$ cat src/rtl/btb_tag_array_if.sv
// rtl/btb_tag_array_if.sv - lookup, update and flush signals of the BTB tag array
interface btb_tag_array_if;
    logic [15:0] lookup_pc;
    logic        lookup_valid;
    logic        comp0_out;
    logic        comp1_out;
    logic        comp2_out;
    logic        comp3_out;
    logic [15:0] target0;
    logic [15:0] target1;
    logic [15:0] target2;
    logic [15:0] target3;
    logic        hit;
    logic        upd_valid;
    logic [15:0] upd_pc;
    logic        upd_taken;
    logic [15:0] upd_target;
    logic        flush;

    modport master (
        output lookup_pc, lookup_valid, upd_valid, upd_pc, upd_taken, upd_target, flush,
        input  comp0_out, comp1_out, comp2_out, comp3_out,
        input  target0, target1, target2, target3, hit
    );

    modport slave (
        input  lookup_pc, lookup_valid, upd_valid, upd_pc, upd_taken, upd_target, flush,
        output comp0_out, comp1_out, comp2_out, comp3_out,
        output target0, target1, target2, target3, hit
    );
endinterface

$ cat src/rtl/btb_tag_array.sv
// rtl/btb_tag_array.sv - 4-way set-associative BTB storage with tree pseudo-LRU
module btb_tag_array #(
    parameter int INDEX_BITS = 3,
    parameter int TAG_BITS   = 16 - INDEX_BITS - 1
) (
    input  logic           clk,
    input  logic           reset,
    btb_tag_array_if.slave bus
);
    localparam int SETS = 2 ** INDEX_BITS;

    logic [3:0]          valid_q  [SETS];
    logic [3:0]          valid_d  [SETS];
    logic [2:0]          plru_q   [SETS];
    logic [2:0]          plru_d   [SETS];
    logic [TAG_BITS-1:0] tag_q    [SETS][4];
    logic [TAG_BITS-1:0] tag_d    [SETS][4];
    logic [15:0]         target_q [SETS][4];
    logic [15:0]         target_d [SETS][4];

    logic [INDEX_BITS-1:0] lk_idx;
    logic [TAG_BITS-1:0]   lk_tag;
    logic [3:0]            lk_match;
    logic [1:0]            lk_way;
    logic [INDEX_BITS-1:0] up_idx;
    logic [TAG_BITS-1:0]   up_tag;
    logic [3:0]            up_match;
    logic [1:0]            up_way;
    logic [1:0]            alloc_way;

    // plru bits are {b2,b1,b0}; a touch points the tree away from the touched way
    function automatic logic [2:0] touch(input logic [2:0] p, input logic [1:0] w);
        logic [2:0] r;
        r = p;
        case (w)
            2'd0:    begin r[0] = 1'b1; r[1] = 1'b1; end
            2'd1:    begin r[0] = 1'b1; r[1] = 1'b0; end
            2'd2:    begin r[0] = 1'b0; r[2] = 1'b1; end
            default: begin r[0] = 1'b0; r[2] = 1'b0; end
        endcase
        return r;
    endfunction

    function automatic logic [1:0] enc(input logic [3:0] m);
        logic [1:0] r;
        r = 2'd0;
        if (m[1]) r = 2'd1;
        if (m[2]) r = 2'd2;
        if (m[3]) r = 2'd3;
        return r;
    endfunction

    assign lk_idx = bus.lookup_pc[INDEX_BITS:1];
    assign lk_tag = bus.lookup_pc[15:INDEX_BITS+1];
    assign up_idx = bus.upd_pc[INDEX_BITS:1];
    assign up_tag = bus.upd_pc[15:INDEX_BITS+1];

    always_comb begin
        for (int w = 0; w < 4; w++) begin
            lk_match[w] = valid_q[lk_idx][w] && (tag_q[lk_idx][w] == lk_tag);
            up_match[w] = valid_q[up_idx][w] && (tag_q[up_idx][w] == up_tag);
        end
    end

    assign lk_way = enc(lk_match);
    assign up_way = enc(up_match);

    always_comb begin
        alloc_way = plru_q[up_idx][0] ? (plru_q[up_idx][2] ? 2'd3 : 2'd2)
                                      : (plru_q[up_idx][1] ? 2'd1 : 2'd0);
        for (int w = 3; w >= 0; w--) begin
            if (!valid_q[up_idx][w]) alloc_way = 2'(w);
        end
    end

    assign bus.comp0_out = lk_match[0];
    assign bus.comp1_out = lk_match[1];
    assign bus.comp2_out = lk_match[2];
    assign bus.comp3_out = lk_match[3];
    assign bus.hit       = |lk_match;
    assign bus.target0   = target_q[lk_idx][0];
    assign bus.target1   = target_q[lk_idx][1];
    assign bus.target2   = target_q[lk_idx][2];
    assign bus.target3   = target_q[lk_idx][3];

    // update touch is applied after the lookup touch so it wins on a shared set
    always_comb begin
        valid_d  = valid_q;
        plru_d   = plru_q;
        tag_d    = tag_q;
        target_d = target_q;
        if (bus.lookup_valid && (|lk_match)) begin
            plru_d[lk_idx] = touch(plru_q[lk_idx], lk_way);
        end
        if (bus.upd_valid) begin
            if (|up_match) begin
                if (bus.upd_taken) begin
                    target_d[up_idx][up_way] = bus.upd_target;
                    plru_d[up_idx] = touch(plru_q[up_idx], up_way);
                end else begin
                    valid_d[up_idx][up_way] = 1'b0;
                end
            end else if (bus.upd_taken) begin
                valid_d[up_idx][alloc_way]  = 1'b1;
                tag_d[up_idx][alloc_way]    = up_tag;
                target_d[up_idx][alloc_way] = bus.upd_target;
                plru_d[up_idx] = touch(plru_q[up_idx], alloc_way);
            end
        end
        if (bus.flush) begin
            for (int s = 0; s < SETS; s++) begin
                valid_d[s] = 4'b0000;
                plru_d[s]  = 3'b000;
            end
        end
    end

    always_ff @(posedge clk or posedge reset) begin
        if (reset) begin
            for (int s = 0; s < SETS; s++) begin
                valid_q[s] <= 4'b0000;
                plru_q[s]  <= 3'b000;
            end
        end else begin
            valid_q <= valid_d;
            plru_q  <= plru_d;
        end
    end

    // payload needs no reset; an entry is only visible through its valid bit
    always_ff @(posedge clk) begin
        tag_q    <= tag_d;
        target_q <= target_d;
    end
endmodule

$ cat src/flat_wrapper.sv
// flat-port wrapper written by rule: the top's interface ports become plain ports
module btb_tag_array_flat 
#(
    parameter int INDEX_BITS = 3,
    parameter int TAG_BITS   = 16 - INDEX_BITS - 1
)
  (clk, reset, bus_lookup_pc, bus_lookup_valid, bus_upd_valid, bus_upd_pc, bus_upd_taken, bus_upd_target, bus_flush, bus_comp0_out, bus_comp1_out, bus_comp2_out, bus_comp3_out, bus_target0, bus_target1, bus_target2, bus_target3, bus_hit);
  btb_tag_array_if bus_i ();
  input  logic clk;
  input  logic reset;
  input wire logic [$bits(bus_i.lookup_pc)-1:0] bus_lookup_pc;
  input wire logic [$bits(bus_i.lookup_valid)-1:0] bus_lookup_valid;
  input wire logic [$bits(bus_i.upd_valid)-1:0] bus_upd_valid;
  input wire logic [$bits(bus_i.upd_pc)-1:0] bus_upd_pc;
  input wire logic [$bits(bus_i.upd_taken)-1:0] bus_upd_taken;
  input wire logic [$bits(bus_i.upd_target)-1:0] bus_upd_target;
  input wire logic [$bits(bus_i.flush)-1:0] bus_flush;
  output wire logic [$bits(bus_i.comp0_out)-1:0] bus_comp0_out;
  output wire logic [$bits(bus_i.comp1_out)-1:0] bus_comp1_out;
  output wire logic [$bits(bus_i.comp2_out)-1:0] bus_comp2_out;
  output wire logic [$bits(bus_i.comp3_out)-1:0] bus_comp3_out;
  output wire logic [$bits(bus_i.target0)-1:0] bus_target0;
  output wire logic [$bits(bus_i.target1)-1:0] bus_target1;
  output wire logic [$bits(bus_i.target2)-1:0] bus_target2;
  output wire logic [$bits(bus_i.target3)-1:0] bus_target3;
  output wire logic [$bits(bus_i.hit)-1:0] bus_hit;
  assign bus_i.lookup_pc = bus_lookup_pc;
  assign bus_i.lookup_valid = bus_lookup_valid;
  assign bus_i.upd_valid = bus_upd_valid;
  assign bus_i.upd_pc = bus_upd_pc;
  assign bus_i.upd_taken = bus_upd_taken;
  assign bus_i.upd_target = bus_upd_target;
  assign bus_i.flush = bus_flush;
  assign bus_comp0_out = bus_i.comp0_out;
  assign bus_comp1_out = bus_i.comp1_out;
  assign bus_comp2_out = bus_i.comp2_out;
  assign bus_comp3_out = bus_i.comp3_out;
  assign bus_target0 = bus_i.target0;
  assign bus_target1 = bus_i.target1;
  assign bus_target2 = bus_i.target2;
  assign bus_target3 = bus_i.target3;
  assign bus_hit = bus_i.hit;
  btb_tag_array #(.INDEX_BITS(INDEX_BITS), .TAG_BITS(TAG_BITS)) u_core (.clk(clk), .reset(reset), .bus(bus_i));
endmodule
$ cat config.mk
export PLATFORM = sky130hd
export DESIGN_NAME = btb_tag_array_flat
export DESIGN_NICKNAME = d
export VERILOG_FILES = /design/src/rtl/btb_tag_array_if.sv /design/src/rtl/btb_tag_array.sv /design/src/flat_wrapper.sv
export SDC_FILE = /design/constraint.sdc
export NUM_CORES = 1
export LEC_CHECK = 0
export CELL_PAD_IN_SITES_DETAIL_PLACEMENT = 0
export CELL_PAD_IN_SITES_GLOBAL_PLACEMENT = 1
export CORE_UTILIZATION = 52
export CTS_CLUSTER_DIAMETER = 40
export DETAILED_ROUTE_END_ITERATION = 6
export MAX_ROUTING_LAYER = met4
export PLACE_DENSITY = 0.91
export SLEW_MARGIN = 20
export SYNTH_ARGS = -nofsm -noshare
export SYNTH_HDL_FRONTEND = slang
export SYNTH_SLANG_ARGS = --single-unit
$ cat constraint.sdc
create_clock -name clk -period 4.4 [get_ports clk]
set_input_delay 0.66 -clock clk [delete_from_list [all_inputs] [get_ports clk]]
set_output_delay 0.66 -clock clk [all_outputs]
set_load 0.05 [all_outputs]
# == After elaboration in Yosys (flattened, before gate mapping) ==
# Index checks and enable logic that the tools add are counted.
# totals
regBits,952
inputBits,54
output_inout_bits,69
elab_cells,251
# classes
order_cmp,12
n_eq_ne,15
muxes,108
n_bitwise,8
reduce_logical,28
# op_table
op,n
512-bit two-way mux,3
512-bit bitwise mux,2
384-bit bitwise mux,1
64-bit demux with 3-bit select,2
48-bit binary-select mux with 3-bit select,2
64-bit two-way mux,4
48-bit two-way mux,5
64-bit binary-select mux with 3-bit select,1
32-bit two-way mux,5
48-bit demux with 3-bit select,1
24-bit two-way mux,6
12-bit == test,8
24-bit bitwise mux,3
16-bit demux with 2-bit select,2
32-bit bitwise AND,1
16-bit two-way mux,2
32-bit inverter,1
32-bit OR,1
1-bit two-way mux,30
4-bit binary-select mux with 3-bit select,2
12-bit demux with 2-bit select,1
4-bit demux with 3-bit select,2
4-bit two-way mux,6
3-bit binary-select mux with 3-bit select,2
other kinds (26),78

# == Logic depth before layout (Yosys ltp) ==
# Gate-level depths: netlist of the first run.
# depth
word_depth,21
depth_mapped,17
depth_no_buf,9

# == Least setup slack after synthesis of the first run ==
# No wires, ideal clock.
# synth_path
path_kind,input to register
startpoint,input port bus_upd_pc[2]
endpoint,register u_core.target_q[352] in the netlist's numbering (enable)
setup_time_ps,388
arrival_time_ps,4001
required_time_ps,4012
setup_slack_ps,11
cell_stages,14
n_path_buf,5
cell_sequence,buf_4 -> buf_6 -> buf_2 -> mux4_2 -> nand2_1 -> nand2_1 -> or4_4 -> a21oi_4 -> o21ai_2 -> and2_1 -> nand2b_1 -> clkbuf_1 -> buf_2 -> nor2_1
# synth_rtl
element,line,source
"start, declared",flat_wrapper.sv:14,input wire logic [$bits(bus_i.upd_pc)-1:0] bus_upd_pc;
"end signal, assigned",btb_tag_array.sv:133,target_q <= target_d;
"end, declared",btb_tag_array.sv:18,logic [15:0] target_q [SETS][4];

# == Worst setup path in the final report of the first run ==
# layout_path
startpoint,input port bus_lookup_pc[1]
endpoint,output port bus_hit
# layout_between
elab_chain_len,7
word_cells_on_any_way,16
cone_classes,eq/ne: 4; mux: 6; bitwise: 1; reduce/logical: 5
# layout_rtl
element,line,source
"start, declared",flat_wrapper.sv:11,input wire logic [$bits(bus_i.lookup_pc)-1:0] bus_lookup_pc;
3-bit inverter with 4-bit output (not written as such) *,btb_tag_array.sv:60,lk_match[w] = valid_q[lk_idx][w] && (tag_q[lk_idx][w] == lk_tag);
48-bit binary-select mux with 3-bit select,btb_tag_array.sv:60,
48-bit two-way mux (not written as such) (2 in series),btb_tag_array.sv:60,
12-bit == test,btb_tag_array.sv:60,
1-bit logical AND,btb_tag_array.sv:60,
4-bit OR reduction *,btb_tag_array.sv:80,assign bus.hit = |lk_match;
"end, declared",flat_wrapper.sv:26,output wire logic [$bits(bus_i.hit)-1:0] bus_hit;
# Mark *: on every way between the ends. The rest lies on a longest branch, timed or not. The select of a mux whose other input is x is not followed.

==> impl_metrics.ini, run 1 <==
[layout]
mostFrequentLayoutCells = 896 x edfxtp_1, 262 x and3_1, 260 x buf_4
post_route_cells_drive_above_1_share_pct = 25.76
finish.net_count = 3597
layout.cells.non_filler = 4801
fin_util_pct = 63.24
areaGrowthSynthToFinish_pct = 20.20
layout_commonest_cell = edfxtp_1

[setup_path]
crit_arrival_ns = 3.63
critical_path_class = primary input to output pin
cp_data_required_time_ns = 3.74
critical_path_peak_fanout = 27
critical_path_launch_point_type = primary input
endpoint_kind = output pin

[placed_design]
place_inst = 4578
place_hpwl_um = 93310
numPortBuffers = 120
gpl.final_weighted_congestion = 0.9972

[clock_tree]
cts_tree = done
htreeDepth = 3
clock_input_transition_at_the_sequential_cells_of_the_worst_setup_and_hold_paths_ns = 0.05
numCtsBuffers = 117
clock_sink_count = 952
worst_skew_pair_latency_ns = 0.70
postCtsSetupRepairBufs = 0
cts_root_buf = clkbuf_16
clk_path_buf_depth = 3
cts.hold.buffers_added = 0
post_cts_resize_count = 0

[sta]
grt_setup_unrepaired = false
fin_crit_ns = 4.293
period_share_pct = 97.57
finalMaxSlewViolations = 0
clock-skew-final_ns = 0.03440
final_hold_violations = 0
finalSetupViolCount = 0
achievable-frequency_mhz = 232.9
max_slew_margin_pct = 28.07
tightest_pin_transition_ns = 1.076

[logic_synthesis]
postSynthCellCount = 3284
synth_area_mm2 = 0.04571
syn-num-nets = 3338
synth-warning-count = 0
synth_area_leader_cell = edfxtp_1
post_synth_main_area_contributors = edfxtp_1 59%, mux4_2 5.9%, mux2i_1 3.8%
number_of_storage_elements_in_the_synthesis_netlist = 952
synth.distinct_cells = 89
area_share_of_the_largest_cell_type_after_synthesis_pct = 58.86
synth_enable_flop_cells = 896
synth_ff_type = edfxtp_1
synth.yosys.seq_area_share_pct = 61.93
synth-async-reset-ratio_pct = 5.882
synth.avg_cell_area_um2 = 13.92

[drt]
detailed_route_vias_per_instance = 6.899
postRouteWirelength_um = 145200
top_layer_used = met4
route.layer.met1.wl_um = 51790
routed-wl-met3_um = 18870
drc = 2
detail-route-antenna-nets = 0
drt-pass1-iter-count = 7
initialDrtViolationCount = 4725
met2_wirelength_um = 67210
avgRoutedWirePerCell_um = 30.24
num_vias = 33120

[status]
result_of_the_run = finished with violations
violated_checks = DRC

[floorplan]
floorplan.die_area_mm2 = 0.08909
die_h_um = 298.5
floorplan.rows = 108
die_x_um = 298.5
standard_cell_core_area_mm2 = 0.08689
floorplan.initialDensity_pct = 52.61
boundaryPins = 123

[global_route]
grt_pass1_wl_um = 212600
grt-ovfl-total = 0
antenna_found_initial = 3
vias_in_the_first_global_route = 32330
grtUsageTotal_pct = 33.27
grt_max_degree = 113

[job]
max_cap_viol_count = 0

[power]
leakage_nw = 19.80
max-vdd-ir-drop_v = 0.0003939
power-per-cell-area_mw_per_mm2 = 392.2

[worst_hold_path]
min_path_type = primary input to asynchronous set/reset pin
==> through the flow <==
step	TNS [ns]	hold WS (ns)	cell area (um2)	setup WS, ns	power, mW
floorplan	0	0.5237	45710	0.01062	11.15
global placement	-59.78	0.5542	50950	-0.2970	12.02
detailed placement	-67.94	0.5678	50950	-0.2936	12.05
CTS	0	0.5739	54910	0.1423	21.54
global route	0	0.5989	54940	0.01687	21.99
finish	0	0.5653	54940	0.1069	21.55
==> registers in the layout, indices dropped and copies added, names as in the netlist <==
register	count
u_core.valid_q	32
u_core.tag_q	384
u_core.target_q	512
u_core.plru_q	24
==> cell type report <==
| type | count | area, um2 |
|---|---|---|
| multi-input cells | 1989 | 15930 |
| inverters | 40 | 150.1 |
| repair buffers | 443 | 5137 |
| clock buffers | 137 | 3118 |
| clock inverters | 81 | 843.3 |
| flip-flops and latches | 952 | 28310 |
| fillers | 6066 | 31940 |
| well taps | 1155 | 1445 |
| diodes | 4 | 10.01 |
==> critical path: stages <==
cell,delay (ns)
buf_4,0.44
buf_4,0.23
mux4_2,0.50
mux2i_1,0.25
xnor2_1,0.10
nor4_1,0.27
buf_4,0.17
nand4_1,0.16
o22ai_1,0.26
buf_4,0.20
or3_1,0.21
buf_12,0.16
==> layer usage <==
layer / GRT usage (%) / up-vias
li1: - / 13630
met1: 43.04 / 16310
met2: 50.57 / 2697
met3: 7.052 / 490
met4: 15.18 / 0
met5: - / -
==> worst paths after layout <==
path                                              to  depth (start not counted)  slack [ns]               start
worst max-delay path                         bus_hit                         12        0.11    bus_lookup_pc[1]
worst min-delay path               u_core.plru_q[23]                          2        0.57               reset
worst max register to register  u_core.target_q[159]                         10        0.57   u_core.tag_q[163]
worst min register to register    u_core.valid_q[17]                          1        0.59  u_core.valid_q[17]
max in group asynchronous          u_core.plru_q[19]                          3        3.07               reset
min in group clk                  u_core.valid_q[17]                          1        0.59  u_core.valid_q[17]
==> power by group <==
group	switching (mW)	internal (mW)
logic	1.29	0.747
registers	0.0143	9.87
clock network	3.92	5.71
total	5.22	16.3
==> synthesized netlist by cell type, types with 8 or more instances <==
master	instances
buf_6	24
o211ai_1	22
edfxtp_1	896
a41oi_1	9
clkbuf_1	168
nor2_1	156
a22oi_1	176
a221o_1	31
nor2_2	70
and3_1	262
a222oi_1	17
a211oi_1	33
xor2_1	23
nand3b_1	9
and2_1	14
nor3_1	144
and4_1	10
mux4_2	119
mux2_2	87
buf_1	14
nand3_1	80
buf_2	79
buf_4	17
nor4_1	12
a31oi_1	21
o22ai_1	24
o21ai_0	22
dfrtp_1	56
xnor2_1	46
a221oi_1	42
nand4_1	17
a22o_1	43
inv_1	37
o21bai_1	9
mux2i_1	173
or3_1	14
nand2_1	108
nor2b_1	20
a21oi_1	54
o2bb2ai_1	8
==> cell families (layout without fill, tap and decap cells) <==
logic type                after synthesis  count (layout)  share of synthesized area [%]
and+or+nand+nor                       968             968                          11.60
DFF                                   952             952                          61.93
AOI/OAI and AO/OA                     567             567                          9.613
muxes                                 385             385                          11.94
buffers and inverters                 343             701                          3.591
xor gates and xnor gates               69              69                          1.322
other                                   0               4                              0
Power figures use the tool's default switching activity.
==> inputs of run 2 (changes only) <==
--- a/config.mk
+++ b/config.mk
@@ -8,7 +8,7 @@
 export CELL_PAD_IN_SITES_DETAIL_PLACEMENT = 0
 export CELL_PAD_IN_SITES_GLOBAL_PLACEMENT = 1
 export CORE_UTILIZATION = 52
-export CTS_CLUSTER_DIAMETER = 40
+export CTS_CLUSTER_DIAMETER = 100
 export DETAILED_ROUTE_END_ITERATION = 6
 export MAX_ROUTING_LAYER = met4
 export PLACE_DENSITY = 0.91
==> impl_metrics.ini, run 2 (synthesis gave the netlist of run 1 again) <==
[setup_path]
cp_slowest_cell = mux4_2
chain_of_cells_forming_the_critical_path = buf_6 -> mux4_2 -> mux2i_1 -> xnor2_1 -> nor4_1 -> buf_4 -> nand4_1 -> o22ai_1 -> buf_4 -> or3_1 -> buf_12
setup.reg_to_reg.worst_slack_ns = 0.61
worstReg2RegEnd = u_core.target_q[471]
crit_top_cell = buf_4
critical_path_class = primary input to output pin
ff2ff_path_depth = 9
crit_buf_inv = 4
endpoint_kind = output pin
critPathMaxStageDelay_ns = 0.57
critical_path_peak_fanout = 34
timing.rr.start = u_core.tag_q[18]
worst-path-stages = 11
cpLargestDelayFamily = multiplexers
critical_path_launch_point_type = primary input
crit_arrival_ns = 3.63
timing.critical_path.from = bus_lookup_pc[2]
cp_data_required_time_ns = 3.74
critPathCapture = bus_hit

[power]
power-per-cell-area_mw_per_mm2 = 371.6
intPower_mw = 15.27
sequential_fraction_of_design_power_pct = 49.1
power.share.combinational_pct = 10.1
p_clk_share_pct = 40.8
p_switching_mw = 4.841
design_power_total_mw = 20.11
leakage_nw = 19.42
max-vdd-ir-drop_v = 0.0002905
switching_share_pct = 24.07

[clock_tree]
cts.hold.buffers_added = 0
worst_skew_pair_latency_ns = 0.69
postCtsSetupRepairBufs = 0
post_cts_resize_count = 0
numCtsBuffers = 97
clk_path_buf_depth = 3
htreeDepth = 3
cts_tree = done
clock_sink_count = 952
cts_root_buf = clkbuf_16
clock_input_transition_at_the_sequential_cells_of_the_worst_setup_and_hold_paths_ns = 0.07

[sta]
tightest_pin_transition_ns = 1.219
fin_crit_ns = 4.293
period_share_pct = 97.58
achievable-frequency_mhz = 232.9
finalSetupViolCount = 0
setup-tns-final_ns = 0
final_hold_violations = 0
clock-skew-final_ns = 0.05411
finalMaxSlewViolations = 0
grt_setup_unrepaired = false
max_slew_margin_pct = 18.52

[drt]
detail-route-antenna-nets = 0
postRouteWirelength_um = 143800
drc = 0
drt-pass1-iter-count = 6
detailed_route_vias_per_instance = 6.883
avgRoutedWirePerCell_um = 30.22
initialDrtViolationCount = 4720
num_vias = 32760

[global_route]
antenna_found_initial = 3
grt_pass1_wl_um = 210100
grt-ovfl-total = 0
grt_max_degree = 113
grtUsageTotal_pct = 32.91
vias_in_the_first_global_route = 32100

[floorplan]
die_h_um = 298.5
standard_cell_core_area_mm2 = 0.08689
floorplan.die_area_mm2 = 0.08909
floorplan.rows = 108
die_x_um = 298.5
boundaryPins = 123
floorplan.initialDensity_pct = 52.61

[placed_design]
numPortBuffers = 120
gpl.final_weighted_congestion = 0.9972
place_hpwl_um = 93310
dpl_cell_area_mm2 = 0.05095

[layout]
areaGrowthSynthToFinish_pct = 18.41
post_route_cells_drive_above_1_share_pct = 24.31
layout_commonest_cell = edfxtp_1
finalInstanceArea_mm2 = 0.05413
mostFrequentLayoutCells = 896 x edfxtp_1, 262 x and3_1, 259 x buf_4
finish.net_count = 3576
largest-register = u_core.target_q
reg_top3 = u_core.target_q x512, u_core.tag_q x384, u_core.valid_q x32
max_reg_flops = 512

[worst_hold_path]
min_path_type = primary input to asynchronous set/reset pin

[status]
result_of_the_run = completed

[job]
max_cap_viol_count = 0
-- run 2: power by group through the flow --
stage / combinational, mW / sequential, mW / clock [mW]
finish: 2.03 / 9.88 / 8.20
floorplan: 1.08 / 10.1 / 0
detailed placement: 1.98 / 10.1 / 0
global route: 2.09 / 9.88 / 8.57
CTS: 1.99 / 9.88 / 8.23
global placement: 1.95 / 10.1 / 0
-- run 2: cell type report --
type,count,area [um2]
Antenna cell,2,5.005
Clock buffer,117,2534
Clock inverter,63,631.9
Fill cell,6201,32760
Inverter,40,150.1
Multi-Input combinational cell,1989,15930
Sequential cell,952,28310
Tap cell,1155,1445
Timing Repair Buffer,442,5121
-- run 2: how the worst min path moves through the flow --
stage	to	slack, ns	from	depth (start not counted)
floorplan	u_core.valid_q[29]	0.52	u_core.valid_q[29]	2
global placement	u_core.valid_q[29]	0.55	u_core.valid_q[29]	2
detailed placement	u_core.valid_q[29]	0.57	u_core.valid_q[29]	2
CTS	u_core.valid_q[29]	0.58	u_core.valid_q[29]	2
global route	u_core.valid_q[29]	0.61	u_core.valid_q[29]	2
finish	u_core.valid_q[12]	0.57	reset	2
-- run 2: worst reg2reg max path: cells and delay by family (launching register included) --
kind | cells | cell delay, ns
multiplexers | 2 | 0.65
AND/OR/NAND/NOR | 3 | 0.93
flip-flops | 1 | 0.40
buffers and inverters | 2 | 0.40
AO/OA/AOI/OAI | 1 | 0.76
XOR/XNOR | 1 | 0.32
-- run 2: stage by stage --
stage / utilization (%) / hold slack [ns] / std cells / setup WS, ns
3_3_place_gp: 58.64 / 0.5542 / 4578 / -0.2970
3_5_place_dp: 58.64 / 0.5678 / 4578 / -0.2936
4_1_cts: 62.28 / 0.5771 / 4758 / 0.09890
6_report: 62.29 / 0.5722 / 4760 / 0.1065
2_1_floorplan: - / 0.5237 / 3284 / 0.01062
5_1_grt: 62.29 / 0.6058 / 4760 / 0.05203
-- run 2: layer usage --
| layer | GRT usage [%] | vias up | wire, um |
|---|---|---|---|
| met3 | 6.398 | 425 | 18690 |
| met2 | 49.83 | 2571 | 66450 |
| met5 | - | - | 0 |
| met1 | 43.30 | 16220 | 51950 |
| li1 | - | 13550 | - |
| met4 | 14.58 | 0 | 6734 |
